===== config.mk =====
export PLATFORM = sky130hd
export DESIGN_NAME = load_store_unit
export DESIGN_NICKNAME = d
export VERILOG_FILES = /design/src/rtl/lsu_pkg.sv /design/src/rtl/lsu_align.sv /design/src/rtl/load_store_unit.sv
export SDC_FILE = /design/constraint.sdc
export NUM_CORES = 1
export LEC_CHECK = 0
export ABC_CLOCK_PERIOD_IN_PS = 6400
export CORE_ASPECT_RATIO = 2
export CORE_MARGIN = 1.5
export CORE_UTILIZATION = 25
export CTS_BUF_LIST = sky130_fd_sc_hd__clkbuf_4 sky130_fd_sc_hd__clkbuf_8 sky130_fd_sc_hd__clkbuf_16
export DETAILED_ROUTE_END_ITERATION = 10
export GPL_TIMING_DRIVEN = 0
export SKIP_CTS_REPAIR_TIMING = 1
export SLEW_MARGIN = 0
export SYNTH_ARGS = -nofsm -noshare
export SYNTH_HDL_FRONTEND = slang
export SYNTH_HIERARCHICAL = 1
export SYNTH_SLANG_ARGS = --single-unit

===== constraint.sdc =====
create_clock -name clk -period 6.4 [get_ports clk]
set_input_delay 1.28 -clock clk [delete_from_list [all_inputs] [get_ports clk]]
set_output_delay 1.28 -clock clk [all_outputs]
set_load 0.1 [all_outputs]

===== src/rtl/lsu_pkg.sv =====
// lsu_pkg: shared definitions for the load/store unit.
//   - RV32I func3 width/sign codes used by the unit (F3_B .. F3_HU)
//   - FSM state enum lsu_state_t
//   - func3_illegal(): func3 legality check for a load or a store
package lsu_pkg;

    localparam logic [2:0] F3_B  = 3'b000;
    localparam logic [2:0] F3_H  = 3'b001;
    localparam logic [2:0] F3_W  = 3'b010;
    localparam logic [2:0] F3_BU = 3'b100;
    localparam logic [2:0] F3_HU = 3'b101;

    typedef enum logic [2:0] {
        S_IDLE,
        S_RD,
        S_RMW_RD,
        S_WR,
        S_DONE
    } lsu_state_t;

    // Stores only have B/H/W; loads additionally have BU/HU.
    function automatic logic func3_illegal(input logic store, input logic [2:0] f3);
        if (store) begin
            return (f3 > F3_W);
        end
        return (f3 == 3'b011) || (f3[2:1] == 2'b11);
    endfunction

endpackage


===== src/rtl/lsu_align.sv =====
// lsu_align: combinational byte-lane logic for the load/store unit.
// Ports:
//   offset_i   [1:0]  byte offset within the word (addr[1:0])
//   func3_i    [2:0]  RV32I width/sign code
//   word_i     [31:0] word read from memory
//   wdata_i    [31:0] store data (low byte/halfword used for B/H)
//   load_o     [31:0] extracted, sign/zero-extended load value
//   merge_o    [31:0] memory word with the store lane replaced (full wdata for W)
//   misalign_o        H with offset[0]=1, or W with offset!=0
// Lanes are taken from the offset aligned down to the access size, so a
// misaligned access that is allowed to proceed behaves as the aligned one.
module lsu_align
    import lsu_pkg::*;
(
    input  logic [1:0]  offset_i,
    input  logic [2:0]  func3_i,
    input  logic [31:0] word_i,
    input  logic [31:0] wdata_i,
    output logic [31:0] load_o,
    output logic [31:0] merge_o,
    output logic        misalign_o
);

    logic [1:0]  eff;
    logic [7:0]  byte_v;
    logic [15:0] half_v;

    always_comb begin
        eff = offset_i;
        case (func3_i[1:0])
            2'b01:   eff = {offset_i[1], 1'b0};
            2'b10:   eff = 2'b00;
            default: eff = offset_i;
        endcase

        misalign_o = ((func3_i[1:0] == 2'b01) && offset_i[0]) ||
                     ((func3_i[1:0] == 2'b10) && (offset_i != 2'b00));

        byte_v = word_i[{eff, 3'b000} +: 8];
        half_v = word_i[{eff[1], 4'b0000} +: 16];

        case (func3_i)
            F3_B:    load_o = {{24{byte_v[7]}}, byte_v};
            F3_H:    load_o = {{16{half_v[15]}}, half_v};
            F3_W:    load_o = word_i;
            F3_BU:   load_o = {24'h0, byte_v};
            F3_HU:   load_o = {16'h0, half_v};
            default: load_o = 32'h0;
        endcase

        merge_o = word_i;
        case (func3_i[1:0])
            2'b00:   merge_o[{eff, 3'b000} +: 8]    = wdata_i[7:0];
            2'b01:   merge_o[{eff[1], 4'b0000} +: 16] = wdata_i[15:0];
            default: merge_o = wdata_i;
        endcase
    end

endmodule


===== src/rtl/load_store_unit.sv =====
// load_store_unit: single-outstanding load/store initiator for a word-wide
// data memory. Sub-word stores are done as read-modify-write.
// Build option: LSU_MISALIGN_CHECK_EN -- when defined, misaligned H/W
// accesses complete with resp_err and touch no memory; otherwise the address
// is aligned down and the access proceeds.
// Ports:
//   clk, rst_n                      clock, async active-low reset
//   req_valid/req_ready             request handshake (ready only in IDLE)
//   req_store, req_func3, req_addr, req_wdata   request payload
//   resp_valid, resp_rdata, resp_err            one-cycle completion
//   mem_read, mem_write, mem_func3, mem_addr, mem_wdata, mem_rdata  memory port
//
// state    | meaning
// S_IDLE   | ready, waiting for a request
// S_RD     | load: read word, register extracted lane
// S_RMW_RD | sub-word store: read word, merge store lane
// S_WR     | one-cycle write of the final word
// S_DONE   | resp_valid pulse
module load_store_unit
    import lsu_pkg::*;
#(
    parameter int ADDR_W = 32
) (
    input  logic              clk,
    input  logic              rst_n,
    input  logic              req_valid,
    output logic              req_ready,
    input  logic              req_store,
    input  logic [2:0]        req_func3,
    input  logic [ADDR_W-1:0] req_addr,
    input  logic [31:0]       req_wdata,
    output logic              resp_valid,
    output logic [31:0]       resp_rdata,
    output logic              resp_err,
    output logic              mem_read,
    output logic              mem_write,
    output logic [2:0]        mem_func3,
    output logic [ADDR_W-1:0] mem_addr,
    output logic [31:0]       mem_wdata,
    input  logic [31:0]       mem_rdata
);

    lsu_state_t        state_q, state_d;
    logic [2:0]        func3_q, func3_d;
    logic [ADDR_W-1:0] addr_q, addr_d;
    logic [31:0]       wdata_q, wdata_d;
    logic [31:0]       rdata_q, rdata_d;
    logic              err_q, err_d;

    logic [1:0]  al_offset;
    logic [2:0]  al_func3;
    logic [31:0] al_load;
    logic [31:0] al_merge;
    logic        al_misalign;
    logic        req_bad;

    // In IDLE the aligner looks at the incoming request so the misalign
    // decision can be made at accept time; afterwards it works on the latches.
    assign al_offset = (state_q == S_IDLE) ? req_addr[1:0] : addr_q[1:0];
    assign al_func3  = (state_q == S_IDLE) ? req_func3     : func3_q;

    lsu_align u_align (
        .offset_i   (al_offset),
        .func3_i    (al_func3),
        .word_i     (mem_rdata),
        .wdata_i    (wdata_q),
        .load_o     (al_load),
        .merge_o    (al_merge),
        .misalign_o (al_misalign)
    );

`ifdef LSU_MISALIGN_CHECK_EN
    assign req_bad = func3_illegal(req_store, req_func3) || al_misalign;
`else
    assign req_bad = func3_illegal(req_store, req_func3);
`endif

    always_comb begin
        state_d = state_q;
        func3_d = func3_q;
        addr_d  = addr_q;
        wdata_d = wdata_q;
        rdata_d = rdata_q;
        err_d   = err_q;
        case (state_q)
            S_IDLE: begin
                if (req_valid) begin
                    func3_d = req_func3;
                    addr_d  = req_addr;
                    wdata_d = req_wdata;
                    rdata_d = 32'h0;
                    err_d   = 1'b0;
                    if (req_bad) begin
                        err_d   = 1'b1;
                        state_d = S_DONE;
                    end else if (!req_store) begin
                        state_d = S_RD;
                    end else if (req_func3 == F3_W) begin
                        state_d = S_WR;
                    end else begin
                        state_d = S_RMW_RD;
                    end
                end
            end
            S_RD: begin
                rdata_d = al_load;
                state_d = S_DONE;
            end
            S_RMW_RD: begin
                wdata_d = al_merge;
                state_d = S_WR;
            end
            S_WR:    state_d = S_DONE;
            S_DONE:  state_d = S_IDLE;
            default: state_d = S_IDLE;
        endcase
    end

    always_ff @(posedge clk or negedge rst_n) begin
        if (!rst_n) begin
            state_q <= S_IDLE;
            func3_q <= 3'b000;
            addr_q  <= '0;
            wdata_q <= 32'h0;
            rdata_q <= 32'h0;
            err_q   <= 1'b0;
        end else begin
            state_q <= state_d;
            func3_q <= func3_d;
            addr_q  <= addr_d;
            wdata_q <= wdata_d;
            rdata_q <= rdata_d;
            err_q   <= err_d;
        end
    end

    // Strobes decode directly from the async-reset state register, so a reset
    // during S_WR drops mem_write at once.
    assign req_ready  = (state_q == S_IDLE);
    assign resp_valid = (state_q == S_DONE);
    assign resp_rdata = rdata_q;
    assign resp_err   = err_q;
    assign mem_read   = (state_q == S_RD) || (state_q == S_RMW_RD);
    assign mem_write  = (state_q == S_WR);
    assign mem_wdata  = (state_q == S_WR) ? wdata_q : 32'h0;
    assign mem_func3  = func3_q;
    assign mem_addr   = {addr_q[ADDR_W-1:2], 2'b00};

endmodule


; After elaboration in Yosys (flattened, before gate mapping)
; Index checks and enable logic that the tools add are counted.
[totals]
word_cells = 62
input_bits = 103
register_bits = 103
out_inout_bits = 104
[op_classes]
mux = 21
order_cmp = 1
shifts = 6
reduce_logical = 11
n_eq_ne = 15
addsub = 2
[ops]
columns = cell, count
row1 = $pmux 32 s2, 3
row2 = $pmux 32 s5, 1
row3 = $mux 32, 3
row4 = $bwmux 32, 2
row5 = $shift 16x7->32 const A, 1
row6 = $shift 8x7->32 const A, 1
row7 = $shiftx 16x7->32, 1
row8 = $shiftx 32x6->16, 1
row9 = $shiftx 32x6->8, 1
row10 = $shiftx 8x7->32, 1
row11 = $eq 3x2->1 const B, 5
row12 = $neg 5->7, 2
row13 = $eq 3x3->1 const B, 3
row14 = $mux 3, 3
row15 = $pmux 3 s3, 1
row16 = $eq 3x1->1 const B, 2
row17 = $logic_not 3->1, 2
row18 = $mux 1, 5
row19 = $eq 2x2->1 const B, 2
row20 = $mux 2, 2
row21 = $pmux 2 s2, 1
row22 = $reduce_and 2->1, 2
row23 = $reduce_bool 2->1, 2
row24 = $gt 3x2->1 const B, 1
row25 = other kinds (7), 8

; Depth between registers and ports, before layout
; Gate-level depths: netlist of the first run.
[logic_depth]
ltp_word = 9
ltp_mapped = 15
ltp_nobuf = 14

; Cells and area by module
; The synthesis of the first run kept the hierarchy.
[by_module_without_submodules]
columns = mod, seq_area_each_um2, area_per_inst_um2, n_inst, cells_each
row1 = load_store_unit, 2577.5, 4608.2, 1, 387
row2 = lsu_align, 0.0, 2245.9, 1, 328

; Least setup slack after synthesis of the first run
; No wires, ideal clock.
[synth_path]
kind = reg2reg
start = register state_q[2]
end = register wdata_q[29]
n_path_buf = 3
required_time_ns = 6.273
path_slack_ns = 0.851
setup_ns = 0.127
stages_incl_launch_ff = 16
arrival_ns = 5.422
period_less_slack_ns = 5.549
cell_sequence = dfrtp_1 buf_6 nor3_1 mux2_2 inv_1 ha_1 and2b_4 nor2_1 ha_1 clkbuf_1 clkbuf_1 nand3_1 a21oi_1 a221o_1 nor2_1 nor2_1
[synth_via]
elab_chain_len = 9
word_cells_on_any_way = 22
cone_classes = add/sub (2) / eq/ne (5) / shift (4) / mux (7) / reduce/logical (4)
[synth_rtl]
columns = item, line_no
row1 = from (decl), load_store_unit.sv:43  ; lsu_state_t state_q, state_d;
row2 = from (signal assigned), load_store_unit.sv:128  ; state_q <= state_d;
row3 = $logic_not 3->1 *, --
row4 = named net req_ready, load_store_unit.sv:27  ; output logic req_ready,
row5 = $mux 3 *, load_store_unit.sv:60  ; assign al_func3 = (state_q == S_IDLE) ? req_func3 : func3_q;
row6 = named net al_func3[0], load_store_unit.sv:51  ; logic [2:0] al_func3;
row7 = $eq 2x2->1 / $eq 2x1->1 (equally long branches), --
row8 = $pmux 2 s2, lsu_align.sv:30  ; case (func3_i[1:0])
row9 = $neg 5->7 (on tied branches), "lsu_align.sv:54, lsu_align.sv:53"
row10 = "$shiftx 16x7->32, or another cell as far along", lsu_align.sv:54  ; 2'b01: merge_o[{eff[1], 4'b0000} +: 16] = wdata_i[15:0];
row11 = $bwmux 32 (on tied branches), "lsu_align.sv:54, lsu_align.sv:53"
row12 = $pmux 32 s2 *, lsu_align.sv:52  ; case (func3_i[1:0])
row13 = named net al_merge[29], load_store_unit.sv:53  ; logic [31:0] al_merge;
row14 = $pmux 32 s2 *, load_store_unit.sv:85  ; case (state_q)
row15 = to (signal assigned), load_store_unit.sv:131  ; wdata_q <= wdata_d;
row16 = to (decl), load_store_unit.sv:46  ; logic [31:0] wdata_q, wdata_d;
; Mark *: on every way through the listed nets, which the timed path passes. The rest lies on a longest branch.
; A chain may end at the register's enable or synchronous reset.

; Final worst setup path of the first run
[layout_path]
start = register state_q[0]
end = output mem_wdata[16]
[layout_via]
elab_chain_len = 2
[layout_rtl]
columns = item, line_no
row1 = $eq 3x2->1, load_store_unit.sv:145  ; assign mem_wdata = (state_q == S_WR) ? wdata_q : 32'h0;
row2 = $mux 32, load_store_unit.sv:145
row3 = to (decl), load_store_unit.sv:39  ; output logic [31:0] mem_wdata,
; Every way passes these cells.

==> results_dict.tcl, run 1 <==
set metrics [dict create \
    final_nets 1038 \
    endpoint_kind "output port" \
    ant_nets 0 \
    viasPerCell 5.13 \
    syn_avg_cell_area_um2 9.61 \
    clock_skew_ns 0.00654 \
    slew_viol_final 0 \
    outcome "finished, final reports clean" \
    hold_depth 2 \
    worstHoldStart "resp_err" \
    die_w_um 120 \
    dr_total_vias 6576 \
    globalRouteTotalUtil_pct 20.3 \
    routedWlPerCell_um 22.8 \
    arrival_ns 3.91 \
    r2r_slack_ns 1.72 \
    initialDrtViolationCount 374 \
    fin_crit_sh_pct 81.1 \
    io_pins 207 \
    rr_endpoint "wdata_q[9]" \
    detailed_place_hpwl_um 23400 \
    gp_congestion 0.973 \
    hold_path_class "reg2reg" \
    area_delta_synth_final_pct 41.3 \
    cts_tree "done" \
    antenna_found_initial 0 \
    die_area_um2 28400 \
    core_area_um2 26900 \
    first_pass_iters 5 \
    grt_max_degree 68 \
    worstMarginPinSlew_ns 1.10 \
    max_freq_mhz 193 \
    dpl_cell_area_um2 9350 \
    diodes 0 \
    syn_inst 712 \
    rows 85 \
    dp_slack_ns 1.52 \
    worst-setup-path-type "reg2out" \
    drc 0 \
    clockRootBuffer "clkbuf_16" \
    r2r_cells 14 \
    cap_violations 0 \
    cts_max_level 3 \
    max_stage_delay_ns 1.14 \
    start_util_pct 25.4 \
    drive_above_1_share_pct 17.9 \
    cts_buffers 9 \
    period_minus_slack_ns 5.19 \
    hold_ws_ns 0.491 \
    port_buffers 204 \
    cts_max_path_buffers 2 \
    drt-total-wl_um 29200 \
    crit_required_ns 5.12 \
    ys_warn_count 6 \
    design_area_um2 9670 \
    clock-sinks 103 \
    clk_latency_ns 0.36 \
    r2r_start "state_q[0]" \
    grt_overflow 0 \
    crit_chain "clkbuf_1 -> inv_1 -> nor3b_1 -> clkbuf_1 -> and2_1 -> clkdlybuf4s50_1" \
    grt_pass1_vias 6690 \
    syn_area_um2 6840 \
    cp_slowest_cell "clkdlybuf4s50_1" \
    finalHoldViolations 0 \
    clk_pin_slew_worst_paths_ns 0.07 \
    hold_path_end "resp_err" \
    setup_slack_ns 1.21 \
    critPathLaunchType "flop" \
    cpMostUsedCell "clkbuf_1" \
    dieHeight_um 237 \
    grt_pass1_wl_um 42500 \
    crit_fanout 10 \
    max_slew_margin_pct 26.4 \
    rsz0062_at_grt "no" \
    final-setup-viol-count 0 \
]
## metrics by stage
| stage | instances | setup TNS (ns) | util, % |
|---|---|---|---|
| after CTS | 1282 | 0 | 35.9 |
| after floorplan | 713 | 0 | - |
| after global placement | 1265 | -16.12 | 34.6 |
| after detailed placement | 1266 | 0 | 34.7 |
| after global routing | 1282 | 0 | 35.9 |
| final | 1282 | 0 | 35.9 |
## layout make-up
type	count	area [µm²]
Fill cell	2790	17200
Multi-Input combinational cell	505	3680
Sequential cell	103	2580
Timing Repair Buffer	205	2070
Buffer	93	542
Tap cell	348	435
Clock buffer	11	240
Clock inverter	5	81.3
Inverter	12	47.5
## state kept, by name, summed over array words and instances, names as in the netlist
register,cells
resp_rdata,32
resp_err,1
mem_func3,3
wdata_q,32
addr_q,32
state_q,3
## layout by cell type (no fill, tap or decap), types with 3 or more instances in the layout
cell             instances
nor2b_1                 18
nor3_1                   3
buf_2                   10
a22o_1                  32
buf_4                   37
clkbuf_1                37
mux2_2                  76
nand3b_1                 4
inv_1                   10
buf_6                    6
dfrtp_1                103
and2_1                  39
nor3b_1                  4
nor2_1                  71
nand2b_1                 5
o21ai_0                 37
buf_1                    4
nand2_1                 36
a22oi_1                 24
a221oi_2                 8
a21oi_1                 41
a221o_1                 22
a221oi_1                24
clkdlybuf4s50_1        203
mux2i_1                  8
ha_1                     6
clkbuf_16                9
a32oi_1                  9
nand3_1                 15
## worst max-delay path by stage
| stage | startpoint | endpoint | slack (ns) | cells past startpoint |
|---|---|---|---|---|
| floorplan | state_q[2] | wdata_q[29] | 0.85 | 15 |
| global placement | rst_n | addr_q[11] | -0.18 | 1 |
| detailed placement | req_func3[1] | wdata_q[9] | 1.52 | 13 |
| CTS | state_q[0] | mem_wdata[16] | 1.12 | 6 |
| global route | state_q[0] | mem_wdata[21] | 1.05 | 6 |
| finish | state_q[0] | mem_wdata[16] | 1.21 | 6 |
## metal layers
metal | GRT usage, % | wire length [µm]
met5 | 0 | 0
met4 | 13.7 | 2020
met3 | 3.06 | 1220
met2 | 38.0 | 15800
met1 | 20.2 | 10100
## worst max-delay path: cells and delay by family (launching register included)
kind	cells	cell delay [ns]
and+or+nand+nor	2	1.14
DFF	1	0.32
buffers and inverters	4	2.08
Power of run 1 is left out: the tool's default activity adds up to more than one toggle a clock period on the data nets, which glitch-free logic cannot reach.
==> run 2: changes to the inputs <==
ABC_CLOCK_PERIOD_IN_PS = 4750   (was 6400)
clock period = 4.75 ns   (was 6.4 ns; I/O delays follow)
==> run 2 against run 1 <==
  * Sequential share of layout area hardly changed
  * Final cell count is the same
  * Die area stayed put
  * Largest cell class unchanged
  * Critical endpoint is now mem_wdata[15]
  * First-iteration DRC count rose by 11%
  * Register-to-register slack worse by 1.4 ns
  * Worst hold slack got worse by 0.012 ns
  * Design area about the same
  * Core utilization about the same
==> results_dict.tcl, run 2 (synthesized netlist as in run 1, its figures left out) <==
set metrics [dict create \
    viasPerCell 5.09 \
    crit_required_ns 3.80 \
    design_area_um2 9670 \
    clock-sinks 103 \
    start_util_pct 25.4 \
    max_slew_margin_pct 26.6 \
    outcome "finished, final reports clean" \
    clock_skew_ns 0.00736 \
    ant_nets 0 \
    rsz0062_at_grt "no" \
    die_area_um2 28400 \
    arrival_ns 3.59 \
    first_pass_iters 5 \
    dieHeight_um 237 \
    final_cell_mix "203 x clkdlybuf4s50_1, 103 x dfrtp_1, 76 x mux2_2" \
    cts_tree "done" \
    initialDrtViolationCount 414 \
    worst-setup-path-type "reg2out" \
    gp_congestion 0.941 \
    port_buffers 204 \
    crit_fanout 10 \
    cts_max_path_buffers 2 \
    globalRouteTotalUtil_pct 20.7 \
    period_minus_slack_ns 4.54 \
    area_delta_synth_final_pct 41.3 \
    cts_max_level 3 \
    drc 0 \
    clockRootBuffer "clkbuf_16" \
    grt_pass1_wl_um 43200 \
    drt-total-wl_um 29300 \
    critPathLaunchType "flop" \
    grt_overflow 0 \
    final_nets 1038 \
    io_pins 207 \
    die_w_um 120 \
    dpl_cell_area_um2 9350 \
    cts_buffers 9 \
    antenna_found_initial 0 \
    finalHoldViolations 0 \
    slew_viol_final 0 \
    numPlacedInstances 1266 \
    drive_above_1_share_pct 18.1 \
    fin_crit_sh_pct 95.6 \
    endpoint_kind "output port" \
    core_area_um2 26900 \
    detailed_place_hpwl_um 23600 \
    cap_violations 0 \
    layout_commonest_cell "clkdlybuf4s50_1" \
    clk_pin_slew_worst_paths_ns 0.07 \
    clk_latency_ns 0.37 \
    max_freq_mhz 220 \
    worstMarginPinSlew_ns 1.10 \
    rows 85 \
    final-setup-viol-count 0 \
    routedWlPerCell_um 22.9 \
    dr_total_vias 6529 \
    grt_max_degree 66 \
    final_cells 1282 \
    grt_pass1_vias 6825 \
    fin_util_pct 35.9 \
    fillers 2815 \
    hold_path_class "reg2reg" \
    diodes 0 \
]
==> run 2: cell count changes in the layout (fill, tap and decap cells not counted) <==
| cell | change |
|---|---|
| clkinv_4 | +2 |
| clkinv_2 | -2 |
| clkinvlp_4 | +1 |
| nor3b_2 | +1 |
| nor3b_1 | -1 |
| nor3_1 | -1 |
| bufinv_16 | -1 |
| clkbuf_8 | +1 |
| nor3_2 | +1 |
| clkbuf_4 | -1 |
==> run 2: final timing paths <==
kind	start	cells after the start	slack, ns	end
min	resp_err	2	0.48	resp_err
max	state_q[0]	6	0.21	mem_wdata[15]
min in group asynchronous	rst_n	1	0.56	addr_q[22]
max reg2reg	state_q[0]	14	0.31	wdata_q[16]
max in group asynchronous	rst_n	2	3.43	wdata_q[9]
min reg2reg	resp_err	2	0.48	resp_err
==> run 2: worst max-delay path, stage by stage (launching register included) <==
cell and delay, ns:
dfrtp_1 0.33, clkbuf_1 0.29, inv_1 0.14, nor3b_2 0.55
clkbuf_1 0.53, and2_1 0.24, clkdlybuf4s50_1 1.13
==> run 2: per-stage QoR <==
stage / hold WS [ns] / setup slack [ns] / TNS (ns)
after global routing: 0.518 / 0.0184 / 0
after floorplan: 0.475 / 0.319 / 0
after CTS: 0.489 / -0.289 / -4.80
after detailed placement: 0.472 / 0.0901 / 0
final: 0.478 / 0.207 / 0
after global placement: 0.467 / -1.48 / -150.54
==> run 2: layout make-up <==
cell class / count / area, µm² / share of cell area [%]
buffer: 93 / 542 / 5.60
clock inverter: 5 / 66.3 / 0.686
multi-input combinational: 505 / 3690 / 38.1
inverter: 12 / 47.5 / 0.492
sequential: 103 / 2580 / 26.7
tap: 348 / 435 / 4.50
timing repair buffer: 205 / 2070 / 21.4
clock buffer: 11 / 246 / 2.55
==> run 2: routing by layer <==
layer | up-vias | wire, µm | track usage (%)
met3 | 75 | 1260 | 2.75
met1 | 3178 | 10100 | 20.6
met4 | 0 | 1970 | 14.1
li1 | 3021 | - | -
met2 | 255 | 16100 | 38.7
met5 | - | 0 | 0
Power of run 2 is left out for the same reason.
==> run 3: changes to the inputs <==
DONT_BUFFER_PORTS = 1   (was default)
PLACE_DENSITY = 0.37   (was default)
==> run 3 against run 2 <==
  * Sequential share of layout area is 7.1 points higher
  * Design area decreased by 21%
  * Final cell count shrank 16%
  * Clock skew about the same
  * Register-to-register slack got worse by 0.02 ns
  * Critical endpoint is now mem_wdata[24]
  * Highest routed layer unchanged
==> results_dict.tcl, run 3 (synthesized netlist as in run 1, its figures left out) <==
set metrics [dict create \
    multi_input_area_um2 3690 \
    hold_path_class "in2async" \
    gp_congestion 0.871 \
    diodes 0 \
    critPathLaunchType "flop" \
    first_pass_iters 5 \
    final-setup-viol-count 0 \
    drc 0 \
    cts_tree "done" \
    clockRootBuffer "clkbuf_16" \
    clk_latency_ns 0.38 \
    port_buffers 0 \
    core_area_um2 26900 \
    fin_crit_sh_pct 94.6 \
    slew_viol_final 0 \
    cts_max_path_buffers 2 \
    fillers 2899 \
    arrival_ns 3.54 \
    r2r_cells 16 \
    period_minus_slack_ns 4.49 \
    grt_max_degree 104 \
    grt_pass1_wl_um 43600 \
    clk_pin_slew_worst_paths_ns 0.07 \
    die_w_um 120 \
    rows 85 \
    dieHeight_um 237 \
    max_slew_margin_pct 26.6 \
    seq_area_um2 2580 \
    dr_total_vias 5887 \
    cap_violations 0 \
    grt_pass1_vias 6223 \
    routedWlPerCell_um 28.5 \
    clock_skew_ns 0.00772 \
    io_pins 207 \
    cts_max_level 3 \
    crit_required_ns 3.80 \
    area_delta_synth_final_pct 11.6 \
    final_cell_mix "103 x dfrtp_1, 76 x mux2_2, 71 x nor2_1" \
    final_nets 836 \
    grt_overflow 0 \
    crit_fanout 10 \
    detailed_place_hpwl_um 24800 \
    outcome "finished, final reports clean" \
    rr_endpoint "wdata_q[22]" \
    antenna_found_initial 0 \
    ant_nets 0 \
    r2r_start "state_q[0]" \
    start_util_pct 25.4 \
    drive_above_1_share_pct 23.4 \
    worst-setup-path-type "reg2out" \
    rsz0062_at_grt "no" \
    tns_ns 0 \
    final_cells 1079 \
    globalRouteTotalUtil_pct 21.6 \
    viasPerCell 5.46 \
    layout_commonest_cell "dfrtp_1" \
    worstMarginPinSlew_ns 1.10 \
    die_area_um2 28400 \
    cts_buffers 9 \
    endpoint_kind "output port" \
    initialDrtViolationCount 255 \
    drt-total-wl_um 30800 \
    r2r_slack_ns 0.29 \
    max_freq_mhz 223 \
    finalHoldViolations 0 \
    clock-sinks 103 \
    numPlacedInstances 1064 \
]
-- run 3: changes by cell type in the layout (fill, tap and decap cells not counted), sizes merged --
cell,change
bufinv,-1
clkbuf,-1
clkinv,+1
clkdlybuf4s50,-203
buf,+1
-- run 3: routing by layer --
metal	up-vias	wire, µm	global-route usage (%)	part of all wire [%]
met5	-	0	0	0
met4	0	1510	11.3	4.9
met3	50	1860	5.54	6.1
met2	261	17500	42.6	57
met1	2958	9850	19.6	32
li1	2618	-	-	-
-- run 3: worst max-delay path by stage --
stage                          to  startpoint  slack (ns)
floorplan             wdata_q[30]  state_q[2]        0.32
global placement       wdata_q[4]  state_q[0]       -1.02
detailed placement     wdata_q[2]  state_q[0]        0.12
CTS                    wdata_q[2]  state_q[0]         0.1
global route        mem_wdata[25]  state_q[0]        0.05
finish              mem_wdata[24]  state_q[0]        0.26
-- run 3: stage by stage --
stage	hold WS (ns)	instance area (µm²)	utilization [%]	setup WS, ns
after floorplan	0.475	6850	-	0.319
after global placement	0.486	7290	27.1	-1.02
after detailed placement	0.494	7360	27.4	0.124
after CTS	0.241	7630	28.4	0.0957
after global routing	0.241	7630	28.4	0.0494
final	0.266	7630	28.4	0.258
-- run 3: layout make-up --
class,count,share of cell area [%]
tap,348,5.70
clock buffer,10,3.05
multi-input combinational,505,48.4
buffer,93,7.13
sequential,103,33.8
clock inverter,5,0.459
timing repair buffer,3,0.869
inverter,12,0.623
-- run 3: worst max-delay path, cell delays in order, from the launching register on --
cell	delay, ns
dfrtp_1	0.33
clkbuf_1	0.34
inv_1	0.14
nor3b_1	0.74
clkbuf_2	0.71
and2_1	0.88
Power of run 3 is left out for the same reason.
